<file path="config.mk">
export PLATFORM = sky130hd
export DESIGN_NAME = cl_frame_gen_flat
export DESIGN_NICKNAME = d
export VERILOG_FILES = /design/src/rtl/cl_frame_gen_if.sv /design/src/rtl/cl_frame_gen.sv /design/src/flat_wrapper.sv
export SDC_FILE = /design/constraint.sdc
export NUM_CORES = 1
export LEC_CHECK = 0
export BUFFER_PORTS_ARGS = -buffer_cell sky130_fd_sc_hd__buf_2
export CORE_AREA = 5 5 104 106
export CTS_BUF_LIST = sky130_fd_sc_hd__clkbuf_16
export DETAILED_ROUTE_END_ITERATION = 10
export DIE_AREA = 0 0 109 111
export GPL_TIMING_DRIVEN = 0
export PLACE_DENSITY = 0.66
export SKIP_CTS_REPAIR_TIMING = 1
export SYNTH_ARGS = -nofsm -noshare
export SYNTH_HDL_FRONTEND = slang
export SYNTH_SLANG_ARGS = --single-unit
</file>
<file path="constraint.sdc">
create_clock -name CCLK -period 3.9 [get_ports CCLK]
set_input_delay 0.195 -clock CCLK [delete_from_list [all_inputs] [get_ports CCLK]]
set_output_delay 0.195 -clock CCLK [all_outputs]
set_load 0.01 [all_outputs]
</file>
<file path="src/rtl/cl_frame_gen_if.sv">
// cl_frame_gen_if: control inputs and Camera Link 2-tap framing/data outputs of cl_frame_gen.
// master = the frame generator, slave = the block that controls it and consumes the stream.
// CL_FRAME_GEN_BLOB_EN adds the iBLOB_X / iBLOB_Y / iBLOB_SIZE inputs.
interface cl_frame_gen_if #(
    parameter int PIXEL_WIDTH = 8,
    parameter int CNT_WIDTH   = 11
);
    logic                   iSTART;
    logic                   iFREERUN;
    logic [1:0]             iPATTERN;
    logic [PIXEL_WIDTH-1:0] iCONST;
`ifdef CL_FRAME_GEN_BLOB_EN
    logic [CNT_WIDTH-1:0]   iBLOB_X;
    logic [CNT_WIDTH-1:0]   iBLOB_Y;
    logic [CNT_WIDTH-1:0]   iBLOB_SIZE;
`endif
    logic                   oFVAL;
    logic                   oLVAL;
    logic                   oDVAL;
    logic [PIXEL_WIDTH-1:0] oDATA_L;
    logic [PIXEL_WIDTH-1:0] oDATA_R;
    logic                   oBUSY;
    logic                   oFRAME_DONE;
    logic [15:0]            oFRAME_CNT;

`ifdef CL_FRAME_GEN_BLOB_EN
    modport master (
        input  iSTART, iFREERUN, iPATTERN, iCONST, iBLOB_X, iBLOB_Y, iBLOB_SIZE,
        output oFVAL, oLVAL, oDVAL, oDATA_L, oDATA_R, oBUSY, oFRAME_DONE, oFRAME_CNT
    );
    modport slave (
        output iSTART, iFREERUN, iPATTERN, iCONST, iBLOB_X, iBLOB_Y, iBLOB_SIZE,
        input  oFVAL, oLVAL, oDVAL, oDATA_L, oDATA_R, oBUSY, oFRAME_DONE, oFRAME_CNT
    );
`else
    modport master (
        input  iSTART, iFREERUN, iPATTERN, iCONST,
        output oFVAL, oLVAL, oDVAL, oDATA_L, oDATA_R, oBUSY, oFRAME_DONE, oFRAME_CNT
    );
    modport slave (
        output iSTART, iFREERUN, iPATTERN, iCONST,
        input  oFVAL, oLVAL, oDVAL, oDATA_L, oDATA_R, oBUSY, oFRAME_DONE, oFRAME_CNT
    );
`endif
endinterface

</file>
<file path="src/rtl/cl_frame_gen.sv">
// cl_frame_gen: Camera Link base-mode 2-tap synthetic video source (FVAL/LVAL/DVAL + L/R pixels).
// Optional feature: define CL_FRAME_GEN_BLOB_EN to overlay an all-ones square blob on the pattern.
module cl_frame_gen #(
    parameter int PIXEL_WIDTH = 8,
    parameter int CNT_WIDTH   = 11,
    parameter int H_ACTIVE    = 640,
    parameter int V_ACTIVE    = 480,
    parameter int H_BLANK     = 16,
    parameter int FV_SETUP    = 4,
    parameter int FV_HOLD     = 4,
    parameter int V_BLANK     = 8
) (
    input  logic           CCLK,
    input  logic           RST_N,
    cl_frame_gen_if.master cl
);
    localparam int TW = 16;
    localparam logic [CNT_WIDTH-1:0] COL_LAST = CNT_WIDTH'(H_ACTIVE - 2);
    localparam logic [CNT_WIDTH-1:0] ROW_LAST = CNT_WIDTH'(V_ACTIVE - 1);

    typedef enum logic [2:0] {
        S_IDLE, S_SETUP, S_LINE, S_HBLANK, S_HOLD, S_VBLANK
    } state_t;

    state_t                 r_state,     w_state_nxt;
    logic [TW-1:0]          r_timer,     w_timer_nxt;
    logic [CNT_WIDTH-1:0]   r_col,       w_col_nxt;
    logic [CNT_WIDTH-1:0]   r_row,       w_row_nxt;
    logic [CNT_WIDTH-1:0]   w_col1;
    logic [1:0]             r_pat,       w_pat_nxt;
    logic [PIXEL_WIDTH-1:0] r_const,     w_const_nxt;
`ifdef CL_FRAME_GEN_BLOB_EN
    logic [CNT_WIDTH-1:0]   r_bx,        w_bx_nxt;
    logic [CNT_WIDTH-1:0]   r_by,        w_by_nxt;
    logic [CNT_WIDTH-1:0]   r_bs,        w_bs_nxt;
`endif
    logic                   r_fval,      w_fval_nxt;
    logic                   r_lval,      w_lval_nxt;
    logic [PIXEL_WIDTH-1:0] r_dl,        w_dl_nxt;
    logic [PIXEL_WIDTH-1:0] r_dr,        w_dr_nxt;
    logic                   r_busy,      w_busy_nxt;
    logic                   r_done,      w_done_nxt;
    logic [15:0]            r_frame_cnt, w_cnt_nxt;

    // Base pattern value for pixel column x on line y, truncated to the pixel width.
    function automatic logic [PIXEL_WIDTH-1:0] f_pixel(
        input logic [CNT_WIDTH-1:0]   x,
        input logic [CNT_WIDTH-1:0]   y,
        input logic [1:0]             pat,
        input logic [PIXEL_WIDTH-1:0] cval
    );
        logic [PIXEL_WIDTH+CNT_WIDTH-1:0] w_xe;
        logic [PIXEL_WIDTH+CNT_WIDTH-1:0] w_ye;
        w_xe = {{PIXEL_WIDTH{1'b0}}, x};
        w_ye = {{PIXEL_WIDTH{1'b0}}, y};
        case (pat)
            2'd0:    f_pixel = w_xe[PIXEL_WIDTH-1:0];
            2'd1:    f_pixel = w_ye[PIXEL_WIDTH-1:0];
            2'd2:    f_pixel = (x[4] ^ y[4]) ? '1 : '0;
            default: f_pixel = cval;
        endcase
    endfunction

`ifdef CL_FRAME_GEN_BLOB_EN
    // One extra bit on the bounds so X+SIZE near the counter limit does not wrap.
    function automatic logic f_in_blob(
        input logic [CNT_WIDTH-1:0] x,
        input logic [CNT_WIDTH-1:0] y,
        input logic [CNT_WIDTH-1:0] bx,
        input logic [CNT_WIDTH-1:0] by,
        input logic [CNT_WIDTH-1:0] bs
    );
        f_in_blob = ({1'b0, x} >= {1'b0, bx}) && ({1'b0, x} < ({1'b0, bx} + {1'b0, bs})) &&
                    ({1'b0, y} >= {1'b0, by}) && ({1'b0, y} < ({1'b0, by} + {1'b0, bs}));
    endfunction
`endif

    // Next-state, counters and next output values; outputs are registered from the next state.
    always_comb begin
        w_state_nxt = r_state;
        w_timer_nxt = r_timer;
        w_col_nxt   = r_col;
        w_row_nxt   = r_row;
        w_pat_nxt   = r_pat;
        w_const_nxt = r_const;
`ifdef CL_FRAME_GEN_BLOB_EN
        w_bx_nxt    = r_bx;
        w_by_nxt    = r_by;
        w_bs_nxt    = r_bs;
`endif
        w_done_nxt  = 1'b0;
        w_cnt_nxt   = r_frame_cnt;
        case (r_state)
            S_IDLE: begin
                if (cl.iSTART | cl.iFREERUN) begin
                    w_state_nxt = S_SETUP;
                    w_timer_nxt = TW'(FV_SETUP - 1);
                    w_col_nxt   = '0;
                    w_row_nxt   = '0;
                    w_pat_nxt   = cl.iPATTERN;
                    w_const_nxt = cl.iCONST;
`ifdef CL_FRAME_GEN_BLOB_EN
                    w_bx_nxt    = cl.iBLOB_X;
                    w_by_nxt    = cl.iBLOB_Y;
                    w_bs_nxt    = cl.iBLOB_SIZE;
`endif
                end
            end
            S_SETUP: begin
                if (r_timer == '0) w_state_nxt = S_LINE;
                else               w_timer_nxt = r_timer - TW'(1);
            end
            S_LINE: begin
                if (r_col == COL_LAST) begin
                    if (r_row == ROW_LAST) begin
                        w_state_nxt = S_HOLD;
                        w_timer_nxt = TW'(FV_HOLD - 1);
                    end else begin
                        w_state_nxt = S_HBLANK;
                        w_timer_nxt = TW'(H_BLANK - 1);
                        w_row_nxt   = r_row + CNT_WIDTH'(1);
                        w_col_nxt   = '0;
                    end
                end else begin
                    w_col_nxt = r_col + CNT_WIDTH'(2);
                end
            end
            S_HBLANK: begin
                if (r_timer == '0) w_state_nxt = S_LINE;
                else               w_timer_nxt = r_timer - TW'(1);
            end
            S_HOLD: begin
                if (r_timer == '0) begin
                    w_state_nxt = S_VBLANK;
                    w_timer_nxt = TW'(V_BLANK - 1);
                    w_done_nxt  = 1'b1;
                    w_cnt_nxt   = r_frame_cnt + 16'd1;
                end else begin
                    w_timer_nxt = r_timer - TW'(1);
                end
            end
            S_VBLANK: begin
                if (r_timer == '0) w_state_nxt = S_IDLE;
                else               w_timer_nxt = r_timer - TW'(1);
            end
            default: w_state_nxt = S_IDLE;
        endcase

        w_col1     = w_col_nxt + CNT_WIDTH'(1);
        w_fval_nxt = (w_state_nxt != S_IDLE) && (w_state_nxt != S_VBLANK);
        w_lval_nxt = (w_state_nxt == S_LINE);
        w_busy_nxt = (w_state_nxt != S_IDLE);
        w_dl_nxt   = '0;
        w_dr_nxt   = '0;
        if (w_lval_nxt) begin
            w_dl_nxt = f_pixel(w_col_nxt, w_row_nxt, w_pat_nxt, w_const_nxt);
            w_dr_nxt = f_pixel(w_col1, w_row_nxt, w_pat_nxt, w_const_nxt);
`ifdef CL_FRAME_GEN_BLOB_EN
            if (f_in_blob(w_col_nxt, w_row_nxt, w_bx_nxt, w_by_nxt, w_bs_nxt)) w_dl_nxt = '1;
            if (f_in_blob(w_col1, w_row_nxt, w_bx_nxt, w_by_nxt, w_bs_nxt))    w_dr_nxt = '1;
`endif
        end
    end

    // State, counters, latched frame settings and all output registers; async active-low reset.
    always_ff @(posedge CCLK or negedge RST_N) begin
        if (!RST_N) begin
            r_state     <= S_IDLE;
            r_timer     <= '0;
            r_col       <= '0;
            r_row       <= '0;
            r_pat       <= '0;
            r_const     <= '0;
`ifdef CL_FRAME_GEN_BLOB_EN
            r_bx        <= '0;
            r_by        <= '0;
            r_bs        <= '0;
`endif
            r_fval      <= 1'b0;
            r_lval      <= 1'b0;
            r_dl        <= '0;
            r_dr        <= '0;
            r_busy      <= 1'b0;
            r_done      <= 1'b0;
            r_frame_cnt <= '0;
        end else begin
            r_state     <= w_state_nxt;
            r_timer     <= w_timer_nxt;
            r_col       <= w_col_nxt;
            r_row       <= w_row_nxt;
            r_pat       <= w_pat_nxt;
            r_const     <= w_const_nxt;
`ifdef CL_FRAME_GEN_BLOB_EN
            r_bx        <= w_bx_nxt;
            r_by        <= w_by_nxt;
            r_bs        <= w_bs_nxt;
`endif
            r_fval      <= w_fval_nxt;
            r_lval      <= w_lval_nxt;
            r_dl        <= w_dl_nxt;
            r_dr        <= w_dr_nxt;
            r_busy      <= w_busy_nxt;
            r_done      <= w_done_nxt;
            r_frame_cnt <= w_cnt_nxt;
        end
    end

    assign cl.oFVAL       = r_fval;
    assign cl.oLVAL       = r_lval;
    assign cl.oDVAL       = r_lval;
    assign cl.oDATA_L     = r_dl;
    assign cl.oDATA_R     = r_dr;
    assign cl.oBUSY       = r_busy;
    assign cl.oFRAME_DONE = r_done;
    assign cl.oFRAME_CNT  = r_frame_cnt;
endmodule

</file>
<file path="src/flat_wrapper.sv">
// flat-port wrapper written by rule: the top's interface ports become plain ports
module cl_frame_gen_flat 
#(
    parameter int PIXEL_WIDTH = 8,
    parameter int CNT_WIDTH   = 11,
    parameter int H_ACTIVE    = 640,
    parameter int V_ACTIVE    = 480,
    parameter int H_BLANK     = 16,
    parameter int FV_SETUP    = 4,
    parameter int FV_HOLD     = 4,
    parameter int V_BLANK     = 8
)
  (CCLK, RST_N, cl_iSTART, cl_iFREERUN, cl_iPATTERN, cl_iCONST, cl_oFVAL, cl_oLVAL, cl_oDVAL, cl_oDATA_L, cl_oDATA_R, cl_oBUSY, cl_oFRAME_DONE, cl_oFRAME_CNT);
  cl_frame_gen_if #(.PIXEL_WIDTH(PIXEL_WIDTH), .CNT_WIDTH(CNT_WIDTH)) cl_i ();
  input  logic CCLK;
  input  logic RST_N;
  input wire logic [$bits(cl_i.iSTART)-1:0] cl_iSTART;
  input wire logic [$bits(cl_i.iFREERUN)-1:0] cl_iFREERUN;
  input wire logic [$bits(cl_i.iPATTERN)-1:0] cl_iPATTERN;
  input wire logic [$bits(cl_i.iCONST)-1:0] cl_iCONST;
  output wire logic [$bits(cl_i.oFVAL)-1:0] cl_oFVAL;
  output wire logic [$bits(cl_i.oLVAL)-1:0] cl_oLVAL;
  output wire logic [$bits(cl_i.oDVAL)-1:0] cl_oDVAL;
  output wire logic [$bits(cl_i.oDATA_L)-1:0] cl_oDATA_L;
  output wire logic [$bits(cl_i.oDATA_R)-1:0] cl_oDATA_R;
  output wire logic [$bits(cl_i.oBUSY)-1:0] cl_oBUSY;
  output wire logic [$bits(cl_i.oFRAME_DONE)-1:0] cl_oFRAME_DONE;
  output wire logic [$bits(cl_i.oFRAME_CNT)-1:0] cl_oFRAME_CNT;
  assign cl_i.iSTART = cl_iSTART;
  assign cl_i.iFREERUN = cl_iFREERUN;
  assign cl_i.iPATTERN = cl_iPATTERN;
  assign cl_i.iCONST = cl_iCONST;
  assign cl_oFVAL = cl_i.oFVAL;
  assign cl_oLVAL = cl_i.oLVAL;
  assign cl_oDVAL = cl_i.oDVAL;
  assign cl_oDATA_L = cl_i.oDATA_L;
  assign cl_oDATA_R = cl_i.oDATA_R;
  assign cl_oBUSY = cl_i.oBUSY;
  assign cl_oFRAME_DONE = cl_i.oFRAME_DONE;
  assign cl_oFRAME_CNT = cl_i.oFRAME_CNT;
  cl_frame_gen #(.PIXEL_WIDTH(PIXEL_WIDTH), .CNT_WIDTH(CNT_WIDTH), .H_ACTIVE(H_ACTIVE), .V_ACTIVE(V_ACTIVE), .H_BLANK(H_BLANK), .FV_SETUP(FV_SETUP), .FV_HOLD(FV_HOLD), .V_BLANK(V_BLANK)) u_core (.CCLK(CCLK), .RST_N(RST_N), .cl(cl_i));
endmodule
</file>
==> results of run 1 <==
[synthesized netlist by cell type, types with 3 or more instances]
cell	number	area, sq um
and2_1	3	18.8
a41oi_1	3	26.3
dfrtp_1	87	2180
or3_1	5	31.3
nor2_1	40	150
nor3b_1	6	45.0
xor2_1	14	123
o31ai_1	8	60.1
nand2b_1	7	43.8
nand2_1	42	158
nor2b_1	3	18.8
a31oi_1	6	37.5
a21oi_1	22	110
o21ai_0	50	250
mux2i_1	3	30.0
ha_1	5	62.6
nor3_1	14	70.1
xnor2_1	14	123
inv_1	14	52.6
or4_1	4	30.0
and3_1	9	56.3
mux2_2	11	124
nor4_1	4	25.0
nand4_1	9	56.3
nand3_1	15	75.1
clkbuf_1	16	60.1
[per-layer routing]
metal	vias up	track usage (%)
li1	1813	-
met1	1846	26.4
met2	98	28.7
met3	11	3.61
met4	0	7.15
met5	-	0
[registers in the layout (all words and copies together) (netlist names)]
signal	flops
u_core.cl.oBUSY	1
u_core.cl.oDATA_L	8
u_core.cl.oDATA_R	8
u_core.cl.oDVAL	1
u_core.cl.oFRAME_CNT	16
u_core.cl.oFRAME_DONE	1
u_core.cl.oFVAL	1
u_core.r_col	11
u_core.r_const	8
u_core.r_pat	2
u_core.r_row	11
u_core.r_state	3
u_core.r_timer	16
[stage by stage]
stage,area (sq um),util (%),std cells,setup WS [ns]
3_3_place_gp,4920,50.8,649,0.304
5_1_grt,5270,54.4,667,0.0277
4_1_cts,5250,54.2,666,0.245
3_5_place_dp,4950,51.1,650,0.291
6_report,5270,54.4,667,0.216
2_1_floorplan,4500,-,466,0.721
[power breakdown]
part | switching, mW | internal (mW) | total [mW] | leakage (nW)
Combinational | 0.0199 | 0.00862 | 0.0285 | 1.14
Clock | 0.378 | 0.503 | 0.881 | 0.139
Sequential | 0 | 0.902 | 0.902 | 1.12
[area by class of cell]
type | instances | area [sq um]
fillers | 890 | 4420
clock inverters | 7 | 78.8
well taps | 133 | 166
inverters | 16 | 60.1
repair buffers | 52 | 290
flip-flops and latches | 87 | 2180
plain buffers | 20 | 87.6
clock buffers | 9 | 225
multi-input cells | 343 | 2180
[worst max-delay path, cell delays in order (launching register included)]
cell and delay [ns]:
dfrtp_1 0.39, buf_2 0.18, nor3_1 0.44, o21a_1 0.19
clkbuf_1 0.44, mux2i_1 0.68, clkinv_1 0.44, clkbuf_1 0.31
o21ai_0 0.24, o21ai_0 0.12, a21oi_1 0.18
[final timing paths]
check | end | cells after the start
max reg2reg | u_core.cl.oDATA_R[0]$_DFF_PN0_ | 10
min | u_core.r_const[5]$_DFF_PN0_ | 2
max in group asynchronous | u_core.r_row[6]$_DFF_PN0_ | 3
max | u_core.cl.oDATA_R[0]$_DFF_PN0_ | 10
min reg2reg | u_core.cl.oFRAME_CNT[15]$_DFFE_PN0P_ | 1
min in group asynchronous | u_core.r_timer[7]$_DFFE_PN0P_ | 2
[kinds of logic after synthesis]
| kind of cell | Yosys count |
|---|---|
| XOR/XNOR | 28 |
| adder cells (fa/ha/maj) | 5 |
| flip-flops | 87 |
| AND/OR/NAND/NOR | 178 |
| buffers and inverters | 36 |
| multiplexers | 15 |
| AO/OA/AOI/OAI | 117 |
==> results.py, run 1 <==
metrics = {
    "status": {
        "status": "completed",
    },
    "synthesis": {
        "synth_fa_ha_area_share_pct": 1.39,
        "synth_cells": 466,
        "synth_top_family_by_area": "simple AND/OR/NAND/NOR gates",
        "synthXorXnorAreaFrac_pct": 5.45,
        "synthFlopType": "dfrtp_1",
        "synth_compound_area_share_pct": 16.5,
        "synth_seq_area_share_pct": 48.4,
        "synth_cell_types": 68,
        "async_flop_share_pct": 100,
        "muxShareOfSynthArea_pct": 3.75,
        "syn_nets": 485,
        "ys_ff_latch": 87,
        "synth_area_sq_mm": 0.00450,
        "synth_simple_gate_area_share_pct": 21.3,
        "synth_edf_count": 0,
        "ys_warn_count": 0,
        "avgSynthCellArea_sq_um": 9.66,
    },
    "detailed_routing": {
        "drtPass1Iterations": 4,
        "ant_nets": 0,
        "drtIter0Drc": 216,
        "wl_met1_mm": 4.97,
        "wl_mm": 10.8,
        "via_per_inst": 5.65,
        "wl_met3_microns": 544,
        "met2_length_mm": 5.07,
        "drc_errors": 0,
        "top_layer_used": "met4",
        "wl_per_cell_microns": 16.1,
        "vias": 3768,
    },
    "global_route": {
        "grt_pass1_vias": 3760,
        "grt_max_degree": 58,
        "antenna_found_initial": 0,
        "gr-usage-all-layers_pct": 18.8,
        "grt_pass1_wl_mm": 18.3,
        "grt_overflow": 0,
    },
    "clocking": {
        "path_clk_slew_ns": 0.07,
        "cts_tree": "built",
        "tritoncts_num_sinks": 87,
        "cts_htree_levels": 3,
        "cts_buffers": 9,
        "clockBufferDepth": 2,
        "clock_latency_ns": 0.34,
        "cts-root-buf": "clkbuf_16",
    },
    "setup_path": {
        "r2r_start": "u_core.r_state[1]$_DFF_PN0_",
        "ff2ff_setup_slack_ns": 0.22,
        "startpoint": "u_core.r_state[1]$_DFF_PN0_",
        "crit_path_start_kind": "register",
        "worstPathMaxFanout": 10,
        "crit_path_end_kind": "register",
        "cp.arrival_ns": 3.95,
        "worstSetupPathType": "register to register",
        "required_ns": 4.17,
    },
    "floorplanning": {
        "die_x_microns": 109,
        "core_area_sq_mm": 0.00968,
        "rows": 36,
        "die_y_microns": 111,
        "dieArea_sq_mm": 0.0121,
        "start_util_pct": 46.5,
        "top_level_ports": 51,
    },
    "timing": {
        "setup_viol": 0,
        "finalHoldViolCount": 0,
        "fmax_ghz": 0.271,
        "grt_setup_unrepaired": "false",
        "post-route-period-util_pct": 94.5,
        "whs_ns": 0.0948,
        "min_period_ns": 3.68,
        "tightest_slew_ns": 0.789,
        "fin_skew_ns": 0.0122,
        "fin_setup_tns_ns": 0,
        "slew_violations": 0,
        "relSlewSlack_pct": 47.1,
    },
    "final_layout": {
        "fin_nets": 548,
        "synthToLayoutAreaGrowth_pct": 17.0,
        "final_cell_mix": "dfrtp_1, buf_2, o21ai_0, nand2_1, nor2_1",
        "antennaDiodeCount": 0,
        "final_common_cell": "dfrtp_1",
        "final_layout_size_suffix_gt1_share_pct": 18.9,
    },
    "min_path": {
        "hp-start": "cl_iCONST[5]",
        "hold_path_class": "input port to register",
    },
    "pwr": {
        "powerDensity_mw_per_mm2": 344,
        "power_leakage_nw": 2.39,
        "ir_worst_vdd_v": 0.000240,
        "fin_total_pwr_mw": 1.81,
    },
    "place": {
        "gp_congestion": 0.903,
        "numPortBuffers": 50,
        "dp_hpwl_mm": 7.92,
    },
    "run": {
        "drv_cap": 0,
    },
}
Note: power is estimated with default switching activity, not from simulation.
==> run 2, diff against run 1 <==
--- a/config.mk
+++ b/config.mk
@@ -12,6 +12,7 @@
 export DIE_AREA = 0 0 109 111
 export GPL_TIMING_DRIVEN = 0
 export PLACE_DENSITY = 0.66
+export REMOVE_ABC_BUFFERS = 1
 export SKIP_CTS_REPAIR_TIMING = 1
 export SYNTH_ARGS = -nofsm -noshare
 export SYNTH_HDL_FRONTEND = slang
==> run 2 against run 1 <==
Clock power shrank 2.8%. First-iteration DRC count grew 24%. Core utilization shrank 0.85 points. Cell count shrank 3.0%. Sequential share of layout area grew 0.66 points. Register-to-register slack gained 0.09 ns. Critical path type unchanged.
==> results.py, run 2 (synthesis results as in run 1) <==
metrics = {
    "clocking": {
        "clock_latency_ns": 0.34,
        "clockBufferDepth": 2,
        "tritoncts_num_sinks": 87,
        "cts_htree_levels": 3,
        "cts-root-buf": "clkbuf_16",
        "cts_buffers": 9,
        "cts_tree": "built",
        "path_clk_slew_ns": 0.06,
    },
    "final_layout": {
        "final_layout_size_suffix_gt1_share_pct": 19.6,
        "final_common_cell": "dfrtp_1",
        "synthToLayoutAreaGrowth_pct": 15.2,
        "fin_nets": 528,
        "instances_no_fill": 647,
        "final_cell_mix": "dfrtp_1, o21ai_0, buf_2, nand2_1, nor2_1",
        "antennaDiodeCount": 0,
    },
    "min_path": {
        "hold_path_class": "input port to register",
    },
    "global_route": {
        "gr-usage-all-layers_pct": 17.7,
        "grt_max_degree": 56,
        "grt_overflow": 0,
        "grt_pass1_wl_mm": 17.2,
        "grt_pass1_vias": 3538,
        "antenna_found_initial": 0,
    },
    "floorplanning": {
        "start_util_pct": 46.5,
        "top_level_ports": 51,
        "dieArea_sq_mm": 0.0121,
        "rows": 36,
        "core_area_sq_mm": 0.00968,
        "die_x_microns": 109,
        "die_y_microns": 111,
    },
    "detailed_routing": {
        "drc_errors": 0,
        "wl_per_cell_microns": 15.7,
        "drtIter0Drc": 267,
        "via_per_inst": 5.67,
        "ant_nets": 0,
        "drtPass1Iterations": 4,
        "wl_mm": 10.2,
        "vias": 3669,
    },
    "setup_path": {
        "worstPathMaxFanout": 13,
        "worstSetupPathType": "register to register",
        "required_ns": 4.14,
        "cp.arrival_ns": 3.83,
        "crit_path_start_kind": "register",
        "crit_path_end_kind": "register",
    },
    "place": {
        "numPortBuffers": 50,
        "place_inst": 630,
        "dp_hpwl_mm": 7.13,
        "gp_congestion": 0.880,
    },
    "timing": {
        "fin_skew_ns": 0.00913,
        "tightest_slew_ns": 1.07,
        "whs_ns": 0.106,
        "finalHoldViolCount": 0,
        "relSlewSlack_pct": 28.4,
        "slew_violations": 0,
        "fin_setup_tns_ns": 0,
        "min_period_ns": 3.59,
        "post-route-period-util_pct": 92.1,
        "fmax_ghz": 0.278,
        "setup_viol": 0,
        "grt_setup_unrepaired": "false",
    },
    "pwr": {
        "power_leakage_nw": 2.36,
        "powerDensity_mw_per_mm2": 345,
        "ir_worst_vdd_v": 0.000239,
        "fin_total_pwr_mw": 1.79,
    },
    "status": {
        "status": "completed",
    },
    "run": {
        "drv_cap": 0,
    },
}
run 2: cell types whose count changed in the layout (fill, tap and decap cells not counted), sizes merged:
cell    delta
buf        -4
inv        -2
clkbuf    -16
clkinv     +2
run 2: routing by layer:
layer | GRT usage (%) | vias up | share of wire, %
met5 | 0 | - | 0
met4 | 6.40 | 0 | 2.2
met1 | 24.4 | 1778 | 46
met2 | 27.4 | 97 | 47
met3 | 3.38 | 20 | 5.3
li1 | - | 1774 | -
run 2: worst max-delay path: stages (launching register included):
cell      delay, ns
dfrtp_1        0.38
ha_1           0.19
and2_1         0.29
nand4_1        0.65
a21oi_1        0.38
o21ai_0        0.21
inv_1          0.16
ha_1           0.20
nor3b_2        0.26
xor2_1         0.26
mux2_4         0.33
o311ai_2       0.20
run 2: final timing paths:
path                                                      startpoint                              endpoint  slack [ns]  depth (start not counted)
worst max-delay path                       u_core.r_row[0]$_DFF_PN0_        u_core.cl.oDATA_R[4]$_DFF_PN0_        0.31                         11
worst min-delay path                                    cl_iCONST[2]           u_core.r_const[2]$_DFF_PN0_        0.11                          2
worst max register to register             u_core.r_row[0]$_DFF_PN0_        u_core.cl.oDATA_R[4]$_DFF_PN0_        0.31                         11
worst min register to register  u_core.cl.oFRAME_CNT[15]$_DFFE_PN0P_  u_core.cl.oFRAME_CNT[15]$_DFFE_PN0P_        0.46                          1
max in group asynchronous                                      RST_N             u_core.r_row[3]$_DFF_PN0_        2.94                          3
min in group asynchronous                                      RST_N        u_core.r_timer[10]$_DFFE_PN0P_        0.34                          2
run 2: final cells by class:
| cell class | instances | area, sq um |
|---|---|---|
| Timing Repair Buffer | 52 | 290 |
| Clock inverter | 7 | 71.3 |
| Multi-Input combinational cell | 343 | 2190 |
| Tap cell | 133 | 166 |
| Fill cell | 899 | 4500 |
| Sequential cell | 87 | 2180 |
| Clock buffer | 9 | 225 |
| Inverter | 16 | 63.8 |
run 2: power breakdown:
group | internal, mW | switching, mW | total, mW
sequential | 0.902 | 0 | 0.902
combinational | 0.00867 | 0.0201 | 0.0288
clock | 0.496 | 0.359 | 0.856
run 2: metrics by stage:
stage	worst slack [ns]	cell area [sq um]	util [%]
after floorplan	0.748	4410	-
after global placement	-0.00325	4830	49.9
after detailed placement	-0.0773	4860	50.2
after CTS	-0.109	5160	53.3
after global routing	0.0649	5180	53.5
final	0.306	5180	53.5
